File: src/rtl/adc_capture16_pkg.sv
// Shared constants, FSM encoding and slice helper for the 16-channel ADC capture block.
package adc_capture16_pkg;

    localparam int NUM_CH   = 16;
    localparam int ADC_BITS = 16;
    localparam int BUS_W    = NUM_CH * ADC_BITS;
    localparam int ACC_BITS = ADC_BITS + 2;
    localparam int BIT_W    = $clog2(ADC_BITS);

    typedef enum logic [1:0] {
        IDLE   = 2'd0,
        CONV   = 2'd1,
        SHIFT  = 2'd2,
        COMMIT = 2'd3
    } state_t;

    // Lowest bit position of channel ch inside the flattened channel bus.
    function automatic int ch_lsb(input int ch);
        return ch * ADC_BITS;
    endfunction

endpackage

File: src/rtl/adc_spi_shifter.sv
// 16-lane SPI receiver: generates SCLK and shifts all SDO lines in parallel, MSB first.
// Handshake: 'start' is a one-cycle request that (re)arms a 16-bit frame; 'done' is
// high for exactly one cycle, the cycle whose closing edge drives SCLK low after the
// 16th high phase. shift_data is stable from that edge until the next start.
module adc_spi_shifter
    import adc_capture16_pkg::*;
#(
    parameter int CLK_DIV = 2
) (
    input  logic              CLK_50M,
    input  logic              RESET_n,
    input  logic              start,
    input  logic [NUM_CH-1:0] sdo,
    output logic              sclk,
    output logic              done,
    output logic [BUS_W-1:0]  shift_data
);

    localparam int DIV_W = (CLK_DIV > 1) ? $clog2(CLK_DIV) : 1;

    logic                active;
    logic [DIV_W-1:0]    div_cnt;
    logic [BIT_W-1:0]    bit_cnt;
    logic [ADC_BITS-1:0] lane [NUM_CH];

    // SCLK phase timing, bit counting and capture of SDO on the low-to-high transition
    always_ff @(posedge CLK_50M or negedge RESET_n) begin
        if (!RESET_n) begin
            active  <= 1'b0;
            sclk    <= 1'b0;
            div_cnt <= '0;
            bit_cnt <= '0;
            for (int k = 0; k < NUM_CH; k++) begin
                lane[k] <= '0;
            end
        end else if (start) begin
            active  <= 1'b1;
            sclk    <= 1'b0;
            div_cnt <= '0;
            bit_cnt <= '0;
        end else if (active) begin
            if (div_cnt == DIV_W'(CLK_DIV - 1)) begin
                div_cnt <= '0;
                if (!sclk) begin
                    sclk <= 1'b1;
                    for (int k = 0; k < NUM_CH; k++) begin
                        lane[k] <= {lane[k][ADC_BITS-2:0], sdo[k]};
                    end
                end else begin
                    sclk <= 1'b0;
                    if (bit_cnt == BIT_W'(ADC_BITS - 1)) begin
                        active <= 1'b0;
                    end else begin
                        bit_cnt <= bit_cnt + 1'b1;
                    end
                end
            end else begin
                div_cnt <= div_cnt + 1'b1;
            end
        end
    end

    // Frame-complete strobe and flattening of the lanes onto the channel bus
    always_comb begin
        done       = active && sclk && (div_cnt == DIV_W'(CLK_DIV - 1))
                     && (bit_cnt == BIT_W'(ADC_BITS - 1));
        shift_data = '0;
        for (int k = 0; k < NUM_CH; k++) begin
            shift_data[ch_lsb(k) +: ADC_BITS] = lane[k];
        end
    end

endmodule

File: src/rtl/adc_capture16.sv
// 16-channel simultaneous-sampling ADC front end: period timer, CNV pulse, SPI read
// via adc_spi_shifter, and atomic commit of all channels to DATA_OUT.
// Optional build macro ADC_AVG4_EN: accumulate four frames per channel and commit the
// truncated mean every fourth frame.
module adc_capture16
    import adc_capture16_pkg::*;
#(
    parameter int CLK_DIV       = 2,
    parameter int CONV_CYCLES   = 110,
    parameter int SAMPLE_PERIOD = 500
) (
    input  logic              CLK_50M,
    input  logic              RESET_n,
    input  logic              EN,
    input  logic              FREEZE,
    input  logic [NUM_CH-1:0] SDO,
    output logic              CNV,
    output logic              SCLK,
    output logic [BUS_W-1:0]  DATA_OUT,
    output logic              VALID,
    output logic              OVERRUN
);

    localparam int PW = (SAMPLE_PERIOD > 1) ? $clog2(SAMPLE_PERIOD) : 1;
    localparam int CW = $clog2(CONV_CYCLES + 1);

    state_t            state;
    logic [PW-1:0]     period_cnt;
    logic [CW-1:0]     conv_cnt;
    logic              tick;
    logic              shift_start;
    logic              shift_done;
    logic              valid_pend;
    logic [BUS_W-1:0]  shift_data;

`ifdef ADC_AVG4_EN
    logic [ACC_BITS-1:0] acc     [NUM_CH];
    logic [ACC_BITS-1:0] acc_sum [NUM_CH];
    logic [1:0]          frame_cnt;

    // Running per-channel sum including the frame just shifted in
    always_comb begin
        for (int k = 0; k < NUM_CH; k++) begin
            acc_sum[k] = acc[k] + ACC_BITS'(shift_data[ch_lsb(k) +: ADC_BITS]);
        end
    end
`endif

    // Sample-period timer: free-runs while enabled, parked at zero otherwise
    always_ff @(posedge CLK_50M or negedge RESET_n) begin
        if (!RESET_n) begin
            period_cnt <= '0;
        end else if (!EN) begin
            period_cnt <= '0;
        end else if (period_cnt == PW'(SAMPLE_PERIOD - 1)) begin
            period_cnt <= '0;
        end else begin
            period_cnt <= period_cnt + 1'b1;
        end
    end

    // Tick and the shifter kick-off on the last CNV-high cycle
    always_comb begin
        tick        = EN && (period_cnt == '0);
        shift_start = (state == CONV) && (conv_cnt == CW'(CONV_CYCLES - 1));
    end

    adc_spi_shifter #(
        .CLK_DIV (CLK_DIV)
    ) u_shifter (
        .CLK_50M    (CLK_50M),
        .RESET_n    (RESET_n),
        .start      (shift_start),
        .sdo        (SDO),
        .sclk       (SCLK),
        .done       (shift_done),
        .shift_data (shift_data)
    );

    // Frame sequencer: conversion pulse, wait for the read, commit, flags
    always_ff @(posedge CLK_50M or negedge RESET_n) begin
        if (!RESET_n) begin
            state      <= IDLE;
            CNV        <= 1'b0;
            conv_cnt   <= '0;
            DATA_OUT   <= '0;
            valid_pend <= 1'b0;
            VALID      <= 1'b0;
            OVERRUN    <= 1'b0;
`ifdef ADC_AVG4_EN
            frame_cnt  <= '0;
            for (int k = 0; k < NUM_CH; k++) begin
                acc[k] <= '0;
            end
`endif
        end else begin
            valid_pend <= 1'b0;
            VALID      <= valid_pend;
            if (tick && (state != IDLE)) begin
                OVERRUN <= 1'b1;
            end
            case (state)
                IDLE: begin
                    if (tick) begin
                        CNV      <= 1'b1;
                        conv_cnt <= '0;
                        state    <= CONV;
                    end
                end
                CONV: begin
                    if (conv_cnt == CW'(CONV_CYCLES - 1)) begin
                        CNV   <= 1'b0;
                        state <= SHIFT;
                    end else begin
                        conv_cnt <= conv_cnt + 1'b1;
                    end
                end
                SHIFT: begin
                    if (shift_done) begin
                        state <= COMMIT;
                    end
                end
                COMMIT: begin
`ifdef ADC_AVG4_EN
                    if (frame_cnt == 2'd3) begin
                        if (!FREEZE) begin
                            for (int k = 0; k < NUM_CH; k++) begin
                                DATA_OUT[ch_lsb(k) +: ADC_BITS] <= acc_sum[k][ACC_BITS-1:2];
                            end
                            valid_pend <= 1'b1;
                        end
                        for (int k = 0; k < NUM_CH; k++) begin
                            acc[k] <= '0;
                        end
                        frame_cnt <= '0;
                    end else begin
                        for (int k = 0; k < NUM_CH; k++) begin
                            acc[k] <= acc_sum[k];
                        end
                        frame_cnt <= frame_cnt + 1'b1;
                    end
`else
                    if (!FREEZE) begin
                        DATA_OUT   <= shift_data;
                        valid_pend <= 1'b1;
                    end
`endif
                    state <= IDLE;
                end
                default: begin
                    state <= IDLE;
                end
            endcase
        end
    end

endmodule

File: config.mk
export PLATFORM = sky130hd
export DESIGN_NAME = adc_capture16
export DESIGN_NICKNAME = d
export VERILOG_FILES = /design/src/rtl/adc_capture16_pkg.sv /design/src/rtl/adc_spi_shifter.sv /design/src/rtl/adc_capture16.sv
export SDC_FILE = /design/constraint.sdc
export NUM_CORES = 1
export LEC_CHECK = 0
export CAP_MARGIN = 20
export CORE_ASPECT_RATIO = 2
export CORE_MARGIN = 4
export CORE_UTILIZATION = 60
export DETAILED_ROUTE_END_ITERATION = 16
export DONT_BUFFER_PORTS = 1
export PLACE_DENSITY = 0.78
export SLEW_MARGIN = 5
export SYNTH_ARGS = -nofsm -noshare
export SYNTH_HDL_FRONTEND = slang
export SYNTH_SLANG_ARGS = --single-unit
File: constraint.sdc
create_clock -name CLK_50M -period 2.43 [get_ports CLK_50M]
set_input_delay 0.1215 -clock CLK_50M [delete_from_list [all_inputs] [get_ports CLK_50M]]
set_output_delay 0.1215 -clock CLK_50M [all_outputs]
set_load 0.005 [all_outputs]
# [Word level (Yosys, flattened, before mapping)]
# Cells that the tools add are included.
[op_classes] magnitude_cmp=0 mux=31 n_reduce_logical=20 add_sub_neg=4 n_mul=0 bitwise=3 n_eq_ne=11 n_div=0 shift=0
[op_table] operator="$mux W4" n=5
[op_table] operator="$mux W9" n=2
[op_table] operator="$mux W1" n=16
[op_table] operator="$mux W7" n=2
[op_table] operator="$pmux W7 S2" n=1
[op_table] operator="$reduce_bool A2 Y1" n=5
[op_table] operator="$add A9 B1 Y9 const B" n=1
[op_table] operator="$eq A9 B9 Y1 const B" n=1
[op_table] operator="$logic_not A9 Y1" n=1
[op_table] operator="$reduce_and A3 Y1" n=3
[op_table] operator="$ne A2 B2 Y1 const B" n=4
[op_table] operator="$pmux W2 S4" n=1
[op_table] operator="$reduce_and A4 Y1" n=2
[op_table] operator="$add A7 B1 Y7 const B" n=1
[op_table] operator="$eq A7 B7 Y1 const B" n=1
[op_table] operator="$logic_and A1 B1 Y1" n=6
[op_table] operator="$mux W2" n=3
[op_table] operator="$add A4 B1 Y4 const B" n=1
[op_table] operator="$eq A2 B2 Y1 const B" n=2
[op_table] operator="$eq A4 B4 Y1 const B" n=1
[op_table] operator="$reduce_and A2 Y1" n=2
[op_table] operator="$not A1 Y1" n=3
[op_table] operator="$eq A2 B1 Y1 const B" n=1
[op_table] operator="$logic_not A2 Y1" n=1
[op_table] operator="other kinds (3)" n=3
[word_totals] mem_bits_rw=0 n_memories=0 inputBits=20 romBits=0 wordCells=97 register_bits=541 latchBits=0

# [Depth between registers and ports, before layout]
[depth] ltp_word=6 mapped_depth=9 depth_no_buf=6

# [Cells and area by module]
# Synthesis repeated with hierarchy kept, for this count alone.
[unflattened] cells_unflattened=1236 hier_area_um2=20643.5
[by_module_without_submodules] module="adc_capture16" instances=1 seq_area_each_um2=6956.7 area_per_inst_um2=10686.5 cells_per_inst=662
[by_module_without_submodules] module="adc_spi_shifter" instances=1 seq_area_each_um2=6581.3 area_per_inst_um2=9957.0 cells_per_inst=574

# [Least setup slack after synthesis]
# No wires, ideal clock.
[synth_path] path_type="register to register" startpoint="reg conv_cnt[0]" endpoint="reg u_shifter.lane (netlist bit u_shifter.shift_data[15])" stages_incl_launch_ff=9 period_less_slack_ns=2.103 slack_ns=0.327 arrival_ns=1.978 required_time_ns=2.305 path_cell_list="dfrtp_1 -> ha_1 -> and4b_1 -> and4_1 -> buf_2 -> nor3_4 -> buf_4 -> buf_4 -> mux2_2"
[synth_via] elab_chain_cells=4
[synth_lines] item="start: declaration" line_no="adc_capture16.sv:29" text="logic [CW-1:0] conv_cnt;"
[synth_lines] item="start signal: assignment" line_no="adc_capture16.sv:115" text="conv_cnt <= conv_cnt + 1'b1;"
[synth_lines] item="$eq A7 B7 Y1" line_no="adc_capture16.sv:65" text="shift_start = (state == CONV) && (conv_cnt == CW'(CONV_CYCLES - 1));"
[synth_lines] item="$logic_and A1 B1 Y1" line_no="adc_capture16.sv:65"
[synth_lines] item="$not A1 Y1 (no line)"
[synth_lines] item="$reduce_and A4 Y1 (no line)"
[synth_lines] item="end signal: indexed assignment" line_no="adc_spi_shifter.sv:47" text="lane[k] <= {lane[k][ADC_BITS-2:0], sdo[k]};"
[synth_lines] item="end: declaration" line_no="adc_spi_shifter.sv:24" text="logic [ADC_BITS-1:0] lane [NUM_CH];"
# Every way passes these cells.
# A chain may end at the register's enable or synchronous reset.

# [Worst setup path in the final report]
[layout_path] startpoint="reg conv_cnt[0]" endpoint="reg u_shifter.lane (netlist bit u_shifter.shift_data[192])"
# The elaborated chain is that of the path after synthesis.

==> results.cfg <==
[clock_tree]
number_of_clock_buffers_inserted_by_tritoncts = 45
root_buffer_cell = sky130_fd_sc_hd__clkbuf_16
cts_tree = yes
clk_pin_slew_ps = 60
cts_hold_repair.buffers = 18
cts.sink_count = 541
worst_skew_pair.late_latency_ps = 550
clockBufferDepth = 3
cts_max_level = 2

[setup_path]
timing.critical_path.cells = ha_1, and4b_1, and4_1, nor3_4, buf_12, buf_12, buf_12, mux2_1
timing.critical_path.buf_inv = 3
crit_path_max_fanout = 29
crit_arrival_ps = 2690
cp_slowest_stage_delay_ps = 430
timing.critical_path.max_delay_family = simple AND/OR/NAND/NOR gates
critical_path_source = conv_cnt[0]
crit_top_cell = sky130_fd_sc_hd__buf_12
class_of_the_most_critical_setup_path = reg -> reg
cpMaxStageDelayCell = sky130_fd_sc_hd__dfrtp_1
critical_path.startpoint_type = flip-flop
timing.critical_path.required_ps = 2840
worst_setup_path_end_kind = flip-flop
worst_reg2reg_path_startpoint = conv_cnt[0]

[layout]
syn_to_final_growth_pct = 11.2
fillerInstances = 2241
final_core_utilization_pct = 67.5
finish.cell_count_without_fillers = 1743
insertedDiodeCount = 0
layout_cells_sized_above_1_pct = 46.4
nets = 1302
multi_input_area_um2 = 6510
ff_latch_area_um2 = 13500

[synth]
synth.area.top_cells = sky130_fd_sc_hd__dfrtp_1 (66%), sky130_fd_sc_hd__mux2_2 (27%), sky130_fd_sc_hd__mux2_1 (0.99%)
synth_top_flop_cell = sky130_fd_sc_hd__dfrtp_1
post-synth-top-area-fraction_pct = 66.3
synth_edf_count = 0
synthesis.area_per_instance_um2 = 16.6
yosys_warnings = 0
yosysSeqAreaShare_pct = 66.3
postSynth.asyncResetShare_pct = 100
synth_top_cell_by_area = sky130_fd_sc_hd__dfrtp_1
synth_seq_cells = 541
post_synth_num_cell_types = 40
syn-num-nets = 1263
synthesis.area_um2 = 20400
postSynthCellCount = 1234

[timing]
setup_repair_after_global_routing_missed_its_margin = false
final.setup.tns_ps = 0
period_needed_ps = 2290
min_period_over_period_pct = 94.1
hold_slack_ps = -724
report.final.setup_viol = 0
final_hold_violation_count = 541
maxSlewHeadroom_pct = -5.36
fin_skew_ps = 15.7
worst-slew-pin-transition_ps = 1580
maxClockFrequency_mhz = 437
slew_violations = 98

[routing]
first_iter_violations = 385
detailroute.wirelength.met2_um = 22200
met1Wirelength_um = 13300
highest_metal_layer_used_by_the_detailed_router = met4
total_number_of_vias = 10017
number_of_nets_with_antenna_violations_after_routing = 0
met3_length_um = 2430
wirelength_um = 39100
drt_first_pass_iters = 4
drt-wirelength-per-cell_um = 22.4
routed_via_density = 5.75
drt_drc_violations_left = 0

[power]
power.density_nw_per_um2 = 714
vdd_ir_drop_max_mv = 0.613
total_leakage_power_nw = 11.5

[grt]
grt_pass1_wl_um = 60900
grt-ovfl-total = 0
grt_pass1_vias = 10635
grtUsageTotal_pct = 20.4
grt_antenna_before_repair = 0
grt_max_degree = 542

[place]
gp_congestion = 0.771
io_buffers = 0
placed_cells_incl_taps = 1641
hpwlAfterDp_um = 26000

[floorplan]
die_width_um = 138
floorplan.initialDensity_pct = 60.7
io_pins = 280
rows = 95
core_um2 = 33600
die_area_um2 = 37300
fp.dieH_um = 269

[worst_hold_path]
hold_class = in -> async

[outcome]
violated_checks = negative hold slack, max-slew violations
outcome = complete, but fails checks

[run]
cap_viol_max_count = 0
[per-stage QoR]
step           worst slack (ps)  area, um2  power [mW]
2_1_floorplan               327      20400        9.20
5_1_grt                    66.3      22700        16.8
4_1_cts                    84.1      22700        16.4
3_3_place_gp                170      21000        9.20
3_5_place_dp                111      21000        9.20
6_report                    142      22700        16.2
[synthesized netlist by cell type, drive strengths merged (6+ instances only)]
library cell,count
a21oi,7
buf,30
clkbuf,31
dfrtp,541
ha,9
inv,12
mux2,513
nand2,10
nand3,10
nor2,10
o21ai,11
xnor2,6
[registers in the layout (all words and copies together), names as in the netlist]
name / cells
u_shifter.shift_data: 256
state: 2
valid_pend: 1
u_shifter.div_cnt: 1
CNV: 1
u_shifter.sclk: 1
VALID: 1
DATA_OUT: 256
OVERRUN: 1
u_shifter.bit_cnt: 4
u_shifter.active: 1
conv_cnt: 7
period_cnt: 9
[final timing paths]
check | to | slack [ps] | cells past startpoint
worst max-delay path | u_shifter.shift_data[192] | 140 | 8
worst min-delay path | u_shifter.shift_data[147] | -720 | 0
worst max register to register | u_shifter.shift_data[192] | 140 | 8
worst min register to register | VALID | 340 | 0
max in group asynchronous | DATA_OUT[251] | 1880 | 0
min in group CLK_50M | OVERRUN | 50 | 2
[worst register-to-register path, cell delays in order (launching register included)]
cell and delay [ps]:
sky130_fd_sc_hd__dfrtp_1 430, sky130_fd_sc_hd__ha_1 210, sky130_fd_sc_hd__and4b_1 190, sky130_fd_sc_hd__and4_1 230
sky130_fd_sc_hd__nor3_4 160, sky130_fd_sc_hd__buf_12 160, sky130_fd_sc_hd__buf_12 160, sky130_fd_sc_hd__buf_12 240
sky130_fd_sc_hd__mux2_1 370
[layout make-up]
class                      count  share of cell area [%]
clock buffer                  67                    5.89
clock inverter                14                   0.595
inverter                      12                   0.198
multi-input combinational    620                    28.7
sequential                   541                    59.6
tap                          436                    2.40
timing repair buffer          53                    2.67
[where the power goes]
group / leakage (nW) / switching [mW] / total (mW) / internal, mW
combinational: 3.28 / 0.0149 / 0.0423 / 0.0273
clock: 0.724 / 3.13 / 7.17 / 4.04
sequential: 7.54 / 0.00582 / 9.01 / 9.01
total: 11.5 / 3.15 / 16.2 / 13.1
[kinds of logic (layout without fill, tap and decap cells)]
kind of cell,count (synthesis),count (layout),share of synthesized area (%)
AO/OA/AOI/OAI,31,31,0.992
XOR/XNOR,8,8,0.343
adder cells (fa/ha/maj),9,9,0.551
buffers and inverters,73,146,1.92
flip-flops,541,541,66.3
multiplexers,513,513,28.3
AND/OR/NAND/NOR,59,59,1.67
[per-layer routing]
layer,up-vias,global-route usage [%]
met5,-,0
met1,5281,21.8
met2,235,38.6
li1,4441,-
met4,0,6.84
met3,60,5.75
[what timing repair did]
action	CTS	global route
gates resized for setup	0	1
setup buffers	0	1
setup endpoints to repair	0	1
hold endpoints to repair	567	541
[cells in the final DEF, fill, tap and decap left out, types with 6 or more instances in the layout]
cell type / n
sky130_fd_sc_hd__clkbuf_16: 47
sky130_fd_sc_hd__dfrtp_1: 541
sky130_fd_sc_hd__clkinv_2: 7
sky130_fd_sc_hd__clkbuf_8: 13
sky130_fd_sc_hd__xnor2_1: 6
sky130_fd_sc_hd__inv_1: 12
sky130_fd_sc_hd__buf_4: 22
sky130_fd_sc_hd__mux2_2: 495
sky130_fd_sc_hd__ha_1: 9
sky130_fd_sc_hd__a21oi_1: 7
sky130_fd_sc_hd__nand3_1: 10
sky130_fd_sc_hd__buf_12: 10
sky130_fd_sc_hd__dlygate4sd3_1: 18
sky130_fd_sc_hd__mux2_1: 18
sky130_fd_sc_hd__clkbuf_1: 9
sky130_fd_sc_hd__nor2_1: 10
sky130_fd_sc_hd__nand2_1: 10
sky130_fd_sc_hd__o21ai_0: 11
No activity file was read; power rests on OpenSTA's default activity.
